===== config.mk =====
export PLATFORM = sky130hd
export DESIGN_NAME = johnson_step_ctrl
export DESIGN_NICKNAME = d
export VERILOG_FILES = /design/src/rtl/johnson_pkg.sv /design/src/rtl/johnson_next_phase.sv /design/src/rtl/johnson_step_ctrl.sv
export SDC_FILE = /design/constraint.sdc
export NUM_CORES = 1
export LEC_CHECK = 0
export ABC_AREA = 0
export CAP_MARGIN = 20
export CORE_MARGIN = 4
export CORE_UTILIZATION = 40
export CTS_CLUSTER_DIAMETER = 120
export CTS_CLUSTER_SIZE = 8
export DETAILED_ROUTE_END_ITERATION = 16
export MAX_ROUTING_LAYER = met4
export PLACE_DENSITY = 0.67
export SLEW_MARGIN = 30
export SYNTH_ARGS = -nofsm -noshare
export SYNTH_HDL_FRONTEND = slang
export SYNTH_SLANG_ARGS = --single-unit
export TNS_END_PERCENT = 30

===== constraint.sdc =====
create_clock -name clk -period 4.25 [get_ports clk]
set_input_delay 0.425 -clock clk [delete_from_list [all_inputs] [get_ports clk]]
set_output_delay 0.425 -clock clk [all_outputs]
set_load 0.01 [all_outputs]

===== src/rtl/johnson_pkg.sv =====
// Shared definitions for the Johnson phase sequencer: width, FSM states and
// the eight legal phase codes in up-sequence order.
package johnson_pkg;

    localparam int unsigned JOHNSON_W = 4;

    typedef enum logic [1:0] {
        IDLE = 2'd0,
        RUN  = 2'd1,
        DONE = 2'd2
    } state_t;

    localparam logic [JOHNSON_W-1:0] PH_0 = 4'b0000;
    localparam logic [JOHNSON_W-1:0] PH_1 = 4'b1000;
    localparam logic [JOHNSON_W-1:0] PH_2 = 4'b1100;
    localparam logic [JOHNSON_W-1:0] PH_3 = 4'b1110;
    localparam logic [JOHNSON_W-1:0] PH_4 = 4'b1111;
    localparam logic [JOHNSON_W-1:0] PH_5 = 4'b0111;
    localparam logic [JOHNSON_W-1:0] PH_6 = 4'b0011;
    localparam logic [JOHNSON_W-1:0] PH_7 = 4'b0001;

endpackage


===== src/rtl/johnson_next_phase.sv =====
// Combinational Johnson successor: up shifts right feeding ~LSB into the MSB,
// down shifts left feeding ~MSB into the LSB; any illegal code recovers to 0000.
module johnson_next_phase
    import johnson_pkg::*;
(
    input  logic [JOHNSON_W-1:0] cur,
    input  logic                 dir,
    output logic [JOHNSON_W-1:0] nxt
);

    logic legal;

    // Select the successor in the requested direction, forcing recovery from illegal codes
    always_comb begin
        legal = cur inside {PH_0, PH_1, PH_2, PH_3, PH_4, PH_5, PH_6, PH_7};
        nxt   = '0;
        if (legal) begin
            if (dir) begin
                nxt = {~cur[0], cur[JOHNSON_W-1:1]};
            end else begin
                nxt = {cur[JOHNSON_W-2:0], ~cur[JOHNSON_W-1]};
            end
        end
    end

endmodule


===== src/rtl/johnson_step_ctrl.sv =====
// Command-driven Johnson phase sequencer: on start, advances the phase once
// every P cycles in the latched direction for N steps, then pulses done.
module johnson_step_ctrl
    import johnson_pkg::*;
#(
    parameter int unsigned CNT_W = 8,
    parameter int unsigned DIV_W = 16
) (
    input  logic                 clk,
    input  logic                 rst,
    input  logic                 start,
    input  logic                 dir,
    input  logic [CNT_W-1:0]     steps,
    input  logic [DIV_W-1:0]     period,
    input  logic                 abort,
    output logic [JOHNSON_W-1:0] phase,
    output logic                 step_pulse,
    output logic                 busy,
    output logic                 done
);

    state_t                 state_q;
    logic                   dir_q;
    logic [CNT_W-1:0]       cnt_q;
    logic [DIV_W-1:0]       per_q;
    logic [DIV_W-1:0]       timer_q;
    logic [JOHNSON_W-1:0]   phase_q;
    logic [JOHNSON_W-1:0]   phase_d;
    logic                   step_pulse_q;
    logic                   busy_q;
    logic                   done_q;
    logic                   step_due;
    logic                   last_step;

    johnson_next_phase u_next (
        .cur (phase_q),
        .dir (dir_q),
        .nxt (phase_d)
    );

    // Step and terminal-count decode from the current timer and remaining count
    always_comb begin
        step_due  = (timer_q == (per_q - DIV_W'(1)));
        last_step = (cnt_q == CNT_W'(1));
    end

    // Command FSM with timer, step counter and registered outputs
    always_ff @(posedge clk or negedge rst) begin
        if (!rst) begin
            state_q      <= IDLE;
            dir_q        <= 1'b0;
            cnt_q        <= '0;
            per_q        <= '0;
            timer_q      <= '0;
            phase_q      <= '0;
            step_pulse_q <= 1'b0;
            busy_q       <= 1'b0;
            done_q       <= 1'b0;
        end else begin
            step_pulse_q <= 1'b0;
            done_q       <= 1'b0;
            case (state_q)
                IDLE: begin
                    if (start) begin
                        if (steps != '0) begin
                            dir_q   <= dir;
                            cnt_q   <= steps;
                            per_q   <= (period == '0) ? DIV_W'(1) : period;
                            timer_q <= '0;
                            busy_q  <= 1'b1;
                            state_q <= RUN;
                        end else begin
                            done_q  <= 1'b1;
                            state_q <= DONE;
                        end
                    end
                end
                RUN: begin
                    if (abort) begin
                        busy_q  <= 1'b0;
                        done_q  <= 1'b1;
                        state_q <= DONE;
                    end else if (step_due) begin
                        phase_q      <= phase_d;
                        step_pulse_q <= 1'b1;
                        cnt_q        <= cnt_q - CNT_W'(1);
                        timer_q      <= '0;
                        if (last_step) begin
                            busy_q  <= 1'b0;
                            done_q  <= 1'b1;
                            state_q <= DONE;
                        end
                    end else begin
                        timer_q <= timer_q + DIV_W'(1);
                    end
                end
                DONE: begin
                    state_q <= IDLE;
                end
                default: begin
                    state_q <= IDLE;
                end
            endcase
        end
    end

    assign phase      = phase_q;
    assign step_pulse = step_pulse_q;
    assign busy       = busy_q;
    assign done       = done_q;

endmodule

; Yosys cells after proc, flatten, opt, wreduce, memory -nomap -nowiden
; Index checks and enable logic that the tools add are counted.
[classes]
bitwise = 3
n_reduce_logical = 12
eq_ne = 16
n_mux = 34
n_addsub = 3
[op_table]
columns = op, n
row1 = two-way mux 16 bit, 5
row2 = two-way mux 8 bit, 4
row3 = one-hot mux 16 bit (2 select lines), 1
row4 = "adder 16 x 1 -> 16 bit, second input constant", 1
row5 = == test 16 bit, 1
row6 = "== test 4 bit, second input constant", 4
row7 = zero test 16 bit, 1
row8 = one-hot mux 8 bit (2 select lines), 1
row9 = nonzero test 8 bit, 2
row10 = "subtractor 16 x 1 -> 16 bit, second input constant", 1
row11 = two-way mux 1 bit, 13
row12 = two-way mux 2 bit, 5
row13 = AND reduction 5 bit, 2
row14 = AND reduction 3 bit, 3
row15 = "== test 8 x 1 -> 1 bit, second input constant", 1
row16 = two-way mux 4 bit, 2
row17 = "!= test 2 bit, second input constant", 4
row18 = "subtractor 8 x 1 -> 8 bit, second input constant", 1
row19 = "!= test 3 bit, second input constant", 2
row20 = "== test 4 x 1 -> 1 bit, second input constant", 1
row21 = "== test 4 x 2 -> 1 bit, second input constant", 1
row22 = "== test 4 x 3 -> 1 bit, second input constant", 1
row23 = zero test 4 bit, 1
row24 = one-hot mux 1 bit (2 select lines), 2
row25 = 6 further kinds, 8
[word_totals]
in_bits = 29
output_inout_bits = 7
register_bits = 50

; Logic depth before layout (Yosys ltp)
; Gate-level depths: netlist (run 1).
[logic_depth]
word_depth = 5
depth_mapped = 12

; By module
; From an unflattened synthesis (run 1), not the netlist that was laid out.
[hier_totals]
hier_cells = 332
area_unflattened_um2 = 3128.0
[modules_own_cells]
columns = module, cells_per_inst, seq_area_each_um2, area_per_inst_um2, n_inst
row1 = johnson_step_ctrl, 314, 1251.2, 3002.9, 1
row2 = johnson_next_phase, 18, 0.0, 125.1, 1

; Worst setup path after synthesis (run 1)
; OpenSTA, ideal clock, no wires.
[synth_timing]
path_kind = flip-flop to flip-flop
from = reg per_q[0]
to = reg timer_q[10]
n_path_buf = 3
required_ns = 4.131
arrival_time_ns = 3.051
path_stages_with_launch = 13
slack_ns = 1.080
synth_period_minus_slack_ns = 3.170
cell_sequence = dfrtp_1 > buf_4 > inv_1 > ha_1 > nor3b_1 > a21oi_1 > a2111o_1 > or4_4 > a211oi_4 > nand2b_1 > buf_6 > buf_12 > nor2_1
[synth_between]
elab_chain_len = 5
[synth_rtl]
columns = item, line_no
row1 = "start, declared", johnson_step_ctrl.sv:25  ; logic [DIV_W-1:0] per_q;
row2 = "start signal, assigned", johnson_step_ctrl.sv:68  ; per_q <= (period == '0) ? DIV_W'(1) : period;
row3 = subtractor 16 x 1 -> 16 bit, johnson_step_ctrl.sv:43  ; step_due = (timer_q == (per_q - DIV_W'(1)));
row4 = == test 16 bit, johnson_step_ctrl.sv:43
row5 = two-way mux 16 bit, johnson_step_ctrl.sv:83  ; end else if (step_due) begin
row6 = two-way mux 16 bit, johnson_step_ctrl.sv:79  ; if (abort) begin
row7 = one-hot mux 16 bit (2 select lines), johnson_step_ctrl.sv:62  ; case (state_q)
row8 = "end signal, assigned", johnson_step_ctrl.sv:94  ; timer_q <= timer_q + DIV_W'(1);
row9 = "end, declared", johnson_step_ctrl.sv:26  ; logic [DIV_W-1:0] timer_q;
; Every way passes these cells. The select of a mux whose other input is x is not followed.
; A chain may end at the register's enable or synchronous reset.

; Final worst setup path (run 1)
[layout_timing]
from = reg per_q[0]
to = reg cnt_q[4]
[layout_between]
elab_chain_len = 4
[layout_rtl]
columns = item, line_no
row1 = subtractor 16 x 1 -> 16 bit, johnson_step_ctrl.sv:43
row2 = == test 16 bit, johnson_step_ctrl.sv:43
row3 = != test 2 bit (no source line), -
row4 = AND reduction 5 bit (no source line), -
row5 = "end signal, assigned", johnson_step_ctrl.sv:67  ; cnt_q <= steps;
row6 = "end signal, assigned", johnson_step_ctrl.sv:86  ; cnt_q <= cnt_q - CNT_W'(1);
row7 = "end, declared", johnson_step_ctrl.sv:24  ; logic [CNT_W-1:0] cnt_q;
; Every way passes these cells.

==> results of run 1 <==
## layout by cell type, fill, tap and decap left out, types with 3 or more instances in the layout
cell,n
and2_1,4
mux2i_1,4
o21ai_0,14
o22ai_1,3
mux2_2,18
nor3b_1,5
o211ai_1,4
or4_1,3
xor2_1,14
nor3_1,11
nand3_1,13
clkdlybuf4s50_1,34
inv_1,14
nor2_1,25
o221ai_1,4
nor4_1,14
nand2_1,19
nand4_1,7
buf_4,5
dfrtp_1,50
clkbuf_8,5
and3_1,4
a21oi_1,17
or3_1,4
nand2b_1,7
xnor2_1,24
nor2_2,4
ha_1,4
o31a_1,4
nor2b_1,3
or2_2,3
## power by group
group,leakage (nW),switching [mW],internal [mW]
sequential,0.622,0.212,0.625
clock,0.0408,0.168,0.118
combinational,0.797,0.531,0.469
## cell type report
| type | instances | area [um^2] | share of cell area |
|---|---|---|---|
| multi-input cells | 274 | 1898 | 0.4988 |
| flip-flops and latches | 50 | 1251 | 0.3288 |
| repair buffers | 40 | 382.9 | 0.1006 |
| well taps | 102 | 127.6 | 0.03354 |
| clock buffers | 5 | 68.82 | 0.01809 |
| inverters | 14 | 52.55 | 0.01381 |
| clock inverters | 3 | 23.77 | 0.006248 |
## worst max path at each step
stage | cells after the start | endpoint
3_3_place_gp | 10 | cnt_q[2]
5_1_grt | 10 | cnt_q[2]
3_5_place_dp | 10 | timer_q[3]
2_1_floorplan | 12 | timer_q[10]
6_report | 10 | cnt_q[4]
4_1_cts | 10 | timer_q[6]
## state kept, by name, summed over array words and instances (netlist names)
signal / flops
phase: 4
per_q: 16
state_q: 2
done: 1
cnt_q: 8
busy: 1
step_pulse: 1
dir_q: 1
timer_q: 16
## stage by stage
step | setup slack (ps) | util | cell area (um^2) | power [mW] | std cells
finish | 808.4 | 0.4824 | 3805 | 2.122 | 488
global route | 544.8 | 0.4824 | 3805 | 2.291 | 488
CTS | 475.5 | 0.4818 | 3800 | 2.123 | 488
detailed placement | 475.7 | 0.4700 | 3707 | 1.833 | 480
global placement | 656.6 | 0.4700 | 3707 | 1.816 | 480
floorplan | 1080 | - | 3313 | 1.609 | 355
## worst max-delay path, delay by kind of cell (launching register included)
family                     cells  cell delay [ps]
AOI/OAI and AO/OA              4             1290
and+or+nand+nor                3              950
adders and majority gates      1              240
DFF                            1              470
buffers and inverters          2              330
## cells by family after synthesis
group | Yosys count | share of synthesized area
flops | 50 | 0.3776
compound gates | 74 | 0.1567
fa+ha+maj | 4 | 0.01511
buf+inv | 31 | 0.05098
mux | 22 | 0.07326
xor+xnor | 38 | 0.1005
simple gates | 136 | 0.2258
## per-layer routing
metal | up-vias | GRT usage | routed length, um
met1 | 1361 | 0.2240 | 3605
met2 | 73 | 0.2707 | 3730
met5 | - | - | 0
met3 | 7 | 0.02477 | 311
li1 | 1359 | - | -
met4 | 0 | 0.03151 | 58
==> run summary, run 1 <==
status - complete, no violations
Critical Path RT - 4410 ps
Syn Nets - 388
GR Util All Layers - 0.1670
Arrival @ worst endpoint - 3600 ps
reg-to-reg critical path startpoint - per_q[0]
CTS H-tree lvls - 2
drt wl/cell - 15.79 um
chip width - 99.01 um
core outline area - 7888 um^2
Async SR Flop Fraction - 1.000
CP Cell Sequence - inv_1, ha_1, nor3b_2, nand3_1, and3_1, o31ai_1, a211oi_4, buf_4, a21oi_1, o221ai_1
Crit Path Class - flop to flop
Num CTS Buffers - 5
number of global-route vias before repair - 2729
fin crit period - 3442 ps
Pwr per Cell Area - 557.8 nW/um^2
RSZ-0062 raised after global routing - no
f_max - 290.6 MHz
r2r endpoint - cnt_q[4]
clock buffer depth - 2
P_leak - 1.460 nW
Slew Limit Fails - 0
synthesized flop and latch total - 50
final global-route overflow total - 0
CP startpoint - per_q[0]
register area share after synthesis - 0.3776
Tightest Pin Transition - 740.3 ps
maximum VDD drop - 0.0002743 V
Startpoint Class - flop
Worst-path clk slew - 90 ps
clk sinks - 50
MaxCap Viol Count - 0
Final Hold Vio Count - 0
cell taking the most area after synthesis - dfrtp_1
Crit Path Max Fanout - 15
Critical-path top delay cell - nor3b_2
min-delay worst type - input pin to asynchronous set/reset pin
Synth area leaders - dfrtp_1 38%, xnor2_1 6.3%, mux2_2 6.1%
Top FF cell, synth - dfrtp_1
final setup violation count - 0
input/output buffers - 35
initial antenna violation count - 0
CTS tree - built
cell with the most instances after synthesis - dfrtp_1
synth cell count leaders - 50 x dfrtp_1, 25 x nor2_1, 24 x xnor2_1, 19 x nand2_1, 18 x mux2_2
final WL - 7.705 mm
drt initial violations - 157
Post-synth EDFFs - 0
Register-to-Register Path Depth - 10
post-synthesis cell area - 3313 um^2
Residual DRC - 0
die area - 9803 um^2
Rel. slew slack - 0.5035
R2R Setup Slk - 810 ps
crit share post-route - 0.8098
clock skew - 10.73 ps
post_cts resized - 0
largest net degree at the start of global routing - 51
final setup TNS - 0 ps
Core Rows - 32
Yosys cell types - 62
share of the synthesized area in the top cell type - 0.3776
Mapped Cells - 355
Worst Setup End Kind - flop
# diodes - 0
area delta synth->final - 14.84%
post-route ant nets - 0
initial core utilization - 0.4201
Clock Latency Late Sink - 310 ps
die height - 99.01 um
dpl hpwl - 5.754 mm
worst hold slack - 222.2 ps
Largest stage delay, worst path - 510 ps
average size of a mapped cell - 9.333 um^2
fillcell total - 725
CTS Root Cell - clkbuf_8
gpl congestion - 0.8806
layout cell share with drive strength beyond 1 - 0.1140
Yosys warning count - 0
# hold bufs at CTS - 0
Final nets - 418
vias per cell - 5.738
via count - 2800
first-pass GRT wire length - 13.30 mm
setup repair bufs after CTS - 0
num ports - 36
DRT Pass-1 Iters - 4
No activity file was read; power rests on OpenSTA's default activity.
==> run 2: changes to the inputs <==
--- a/config.mk
+++ b/config.mk
@@ -13,7 +13,7 @@
 export CTS_CLUSTER_SIZE = 8
 export DETAILED_ROUTE_END_ITERATION = 16
 export MAX_ROUTING_LAYER = met4
-export PLACE_DENSITY = 0.67
+export PLACE_DENSITY = 0.69
 export SLEW_MARGIN = 30
 export SYNTH_ARGS = -nofsm -noshare
 export SYNTH_HDL_FRONTEND = slang
==> constraint.sdc (replaced) <==
create_clock -name clk -period 2.9 [get_ports clk]
set_input_delay 0.29 -clock clk [delete_from_list [all_inputs] [get_ports clk]]
set_output_delay 0.29 -clock clk [all_outputs]
set_load 0.01 [all_outputs]
==> run 2 against run 1 <==
  * The run now ends with negative setup slack left
  * Combinational power up 96%
  * Largest cell class unchanged
  * Fmax grew 15%
  * Cell area is 10% higher
  * Cell count up 7.4%
  * First-iteration DRC count decreased by 4.5%
  * Critical path type unchanged
  * Worst hold slack better by 260 ps
  * Global-route usage up 1.6 points
  * Clock-buffer cell count unchanged
  * Utilization grew 5.0 points
  * Power increased by 68%
==> run summary, run 2 (synthesized netlist as in run 1, its figures left out) <==
status - complete, but fails checks
violated checks - negative setup slack
layout cell share with drive strength beyond 1 - 0.2180
min-delay worst type - input pin to asynchronous set/reset pin
Final Hold Vio Count - 0
crit share post-route - 1.028
CP Cell Sequence - or4_4, o311a_1, a2111o_1, or4_4, a211oi_4, buf_6, mux2i_1, o21ai_1
area delta synth->final - 26.77%
fin crit period - 2980 ps
number of global-route vias before repair - 2924
Sw Ratio - 0.4245
clock buffer depth - 2
GR Util All Layers - 0.1831
first-pass GRT wire length - 14.35 mm
chip width - 99.01 um
drt initial violations - 150
gpl congestion - 0.9242
Clock Latency Late Sink - 310 ps
Metal-1 WL - 3.866 mm
Top Registers - per_q: 16 flops, timer_q: 16 flops, cnt_q: 8 flops
Core Rows - 32
DRT Pass-1 Iters - 5
Internal - 2.048 mW
P_leak - 1.667 nW
Slew Limit Fails - 0
Residual DRC - 0
Seq pwr share - 0.324
final global-route overflow total - 0
Worst Slack Setup Final - -80.18 ps
final WL - 8.501 mm
Rel. slew slack - 0.3326
final setup TNS - -1015 ps
Crit Path Max Fanout - 6
Register-to-Register Path Depth - 8
Final nets - 454
maximum VDD drop - 0.0004617 V
r2r endpoint - phase[3]
largest net degree at the start of global routing - 39
CTS Root Cell - clkbuf_8
fillcell total - 727
NetSw - 1.511 mW
die area - 9803 um^2
f_max - 335.6 MHz
CTS tree - built
Gate power share - 0.551
num ports - 36
Setup crit end - phase[3]
reg-to-reg critical path startpoint - per_q[1]
most frequent cells in the layout - 50 x dfrtp_1, 36 x buf_4, 34 x clkdlybuf4s50_1, 25 x nor2_1, 24 x xnor2_1
clock skew - 5.728 ps
Arrival @ worst endpoint - 3180 ps
Pwr per Cell Area - 847.5 nW/um^2
RSZ-0062 raised after global routing - yes
Largest stage delay, worst path - 550 ps
met3 WL - 387 um
most used cell, CP - or4_4
commonest non-fill, non-tap cell in the layout - dfrtp_1
CP startpoint - per_q[1]
DR WL met2 - 4.131 mm
Critical Path RT - 3100 ps
via count - 2969
Tightest Pin Transition - 995.1 ps
Crit Path Class - flop to flop
MaxCap Viol Count - 0
CTS H-tree lvls - 2
core outline area - 7888 um^2
# diodes - 0
R2R Setup Slk - -80 ps
drt wl/cell - 16.22 um
die height - 99.01 um
post-route ant nets - 0
clock share of power - 0.125
final setup violation count - 27
clk sinks - 50
Worst Setup End Kind - flop
Num CTS Buffers - 5
Max Used Layer - met4
initial core utilization - 0.4201
Worst-path clk slew - 100 ps
input/output buffers - 35
initial antenna violation count - 0
dpl hpwl - 6.331 mm
Pwr Total - 3.560 mW
Critical-path top delay cell - or4_4
vias per cell - 5.666
Startpoint Class - flop
==> run 2: cell count changes in the layout (fill, tap and decap cells not counted), sizes merged <==
cell         delta
buf            +35
clkinv          +2
clkinvlp        -2
dlygate4sd3     +1
==> run 2: worst min-delay path by stage <==
stage | cells past startpoint | slack (ps) | end | start
after floorplan | 0 | -6 | busy | rst
after global placement | 1 | 470 | per_q[4] | rst
after detailed placement | 1 | 480 | per_q[4] | rst
after CTS | 1 | 130 | per_q[1] | rst
after global routing | 2 | 530 | per_q[1] | rst
final | 2 | 490 | per_q[1] | rst
==> run 2: final cells by class <==
class	count	area [um^2]	share of cell area
inverters	14	52.55	0.01251
well taps	102	127.6	0.03038
multi-input cells	274	1986	0.4727
flip-flops and latches	50	1251	0.2979
repair buffers	76	685.7	0.1632
clock inverters	3	28.78	0.006851
clock buffers	5	68.82	0.01638
==> run 2: power groups by stage <==
stage | combinational (mW) | sequential [mW] | clock, mW
3_5_place_dp | 1.80 | 1.17 | 0
4_1_cts | 1.84 | 1.15 | 0.460
5_1_grt | 2.14 | 1.20 | 0.492
6_report | 1.96 | 1.15 | 0.445
2_1_floorplan | 1.28 | 1.08 | 0
3_3_place_gp | 1.77 | 1.16 | 0
==> run 2: layer usage <==
layer | vias to the layer above | GRT usage
met4 | 0 | 0.04622
met3 | 12 | 0.02619
met1 | 1425 | 0.2444
met5 | - | -
li1 | 1437 | -
met2 | 95 | 0.2929
==> run 2: through the flow <==
| stage | area (um^2) | std cells | utilization | setup WS (ps) | hold WS, ps |
|---|---|---|---|---|---|
| after floorplan | 3324 | 355 | - | -180.9 | -5.591 |
| after global placement | 3949 | 509 | 0.5006 | -75.02 | 465.5 |
| after detailed placement | 3949 | 509 | 0.5006 | -113.1 | 477.5 |
| after CTS | 4105 | 521 | 0.5205 | -103.8 | 126.5 |
| after global routing | 4200 | 524 | 0.5325 | -198.2 | 533.0 |
| final | 4200 | 524 | 0.5325 | -80.18 | 487.1 |
==> run 2: worst max-delay path, delay by kind of cell (launching register included) <==
| kind | cells | cell delay (ps) |
|---|---|---|
| AO/OA/AOI/OAI | 4 | 1060 |
| AND/OR/NAND/NOR | 2 | 1000 |
| flip-flops | 1 | 410 |
| multiplexers | 1 | 200 |
| buffers and inverters | 1 | 180 |
==> run 2: repair_timing <==
action / 4_1_cts / 5_1_grt
gates resized for setup: 10 / 13
setup buffers: 4 / 2
endpoints found under the setup margin: 29 / 29
hold buffers: 0 / 1
pin swaps: 5 / 6
hold endpoints to repair: 0 / 36
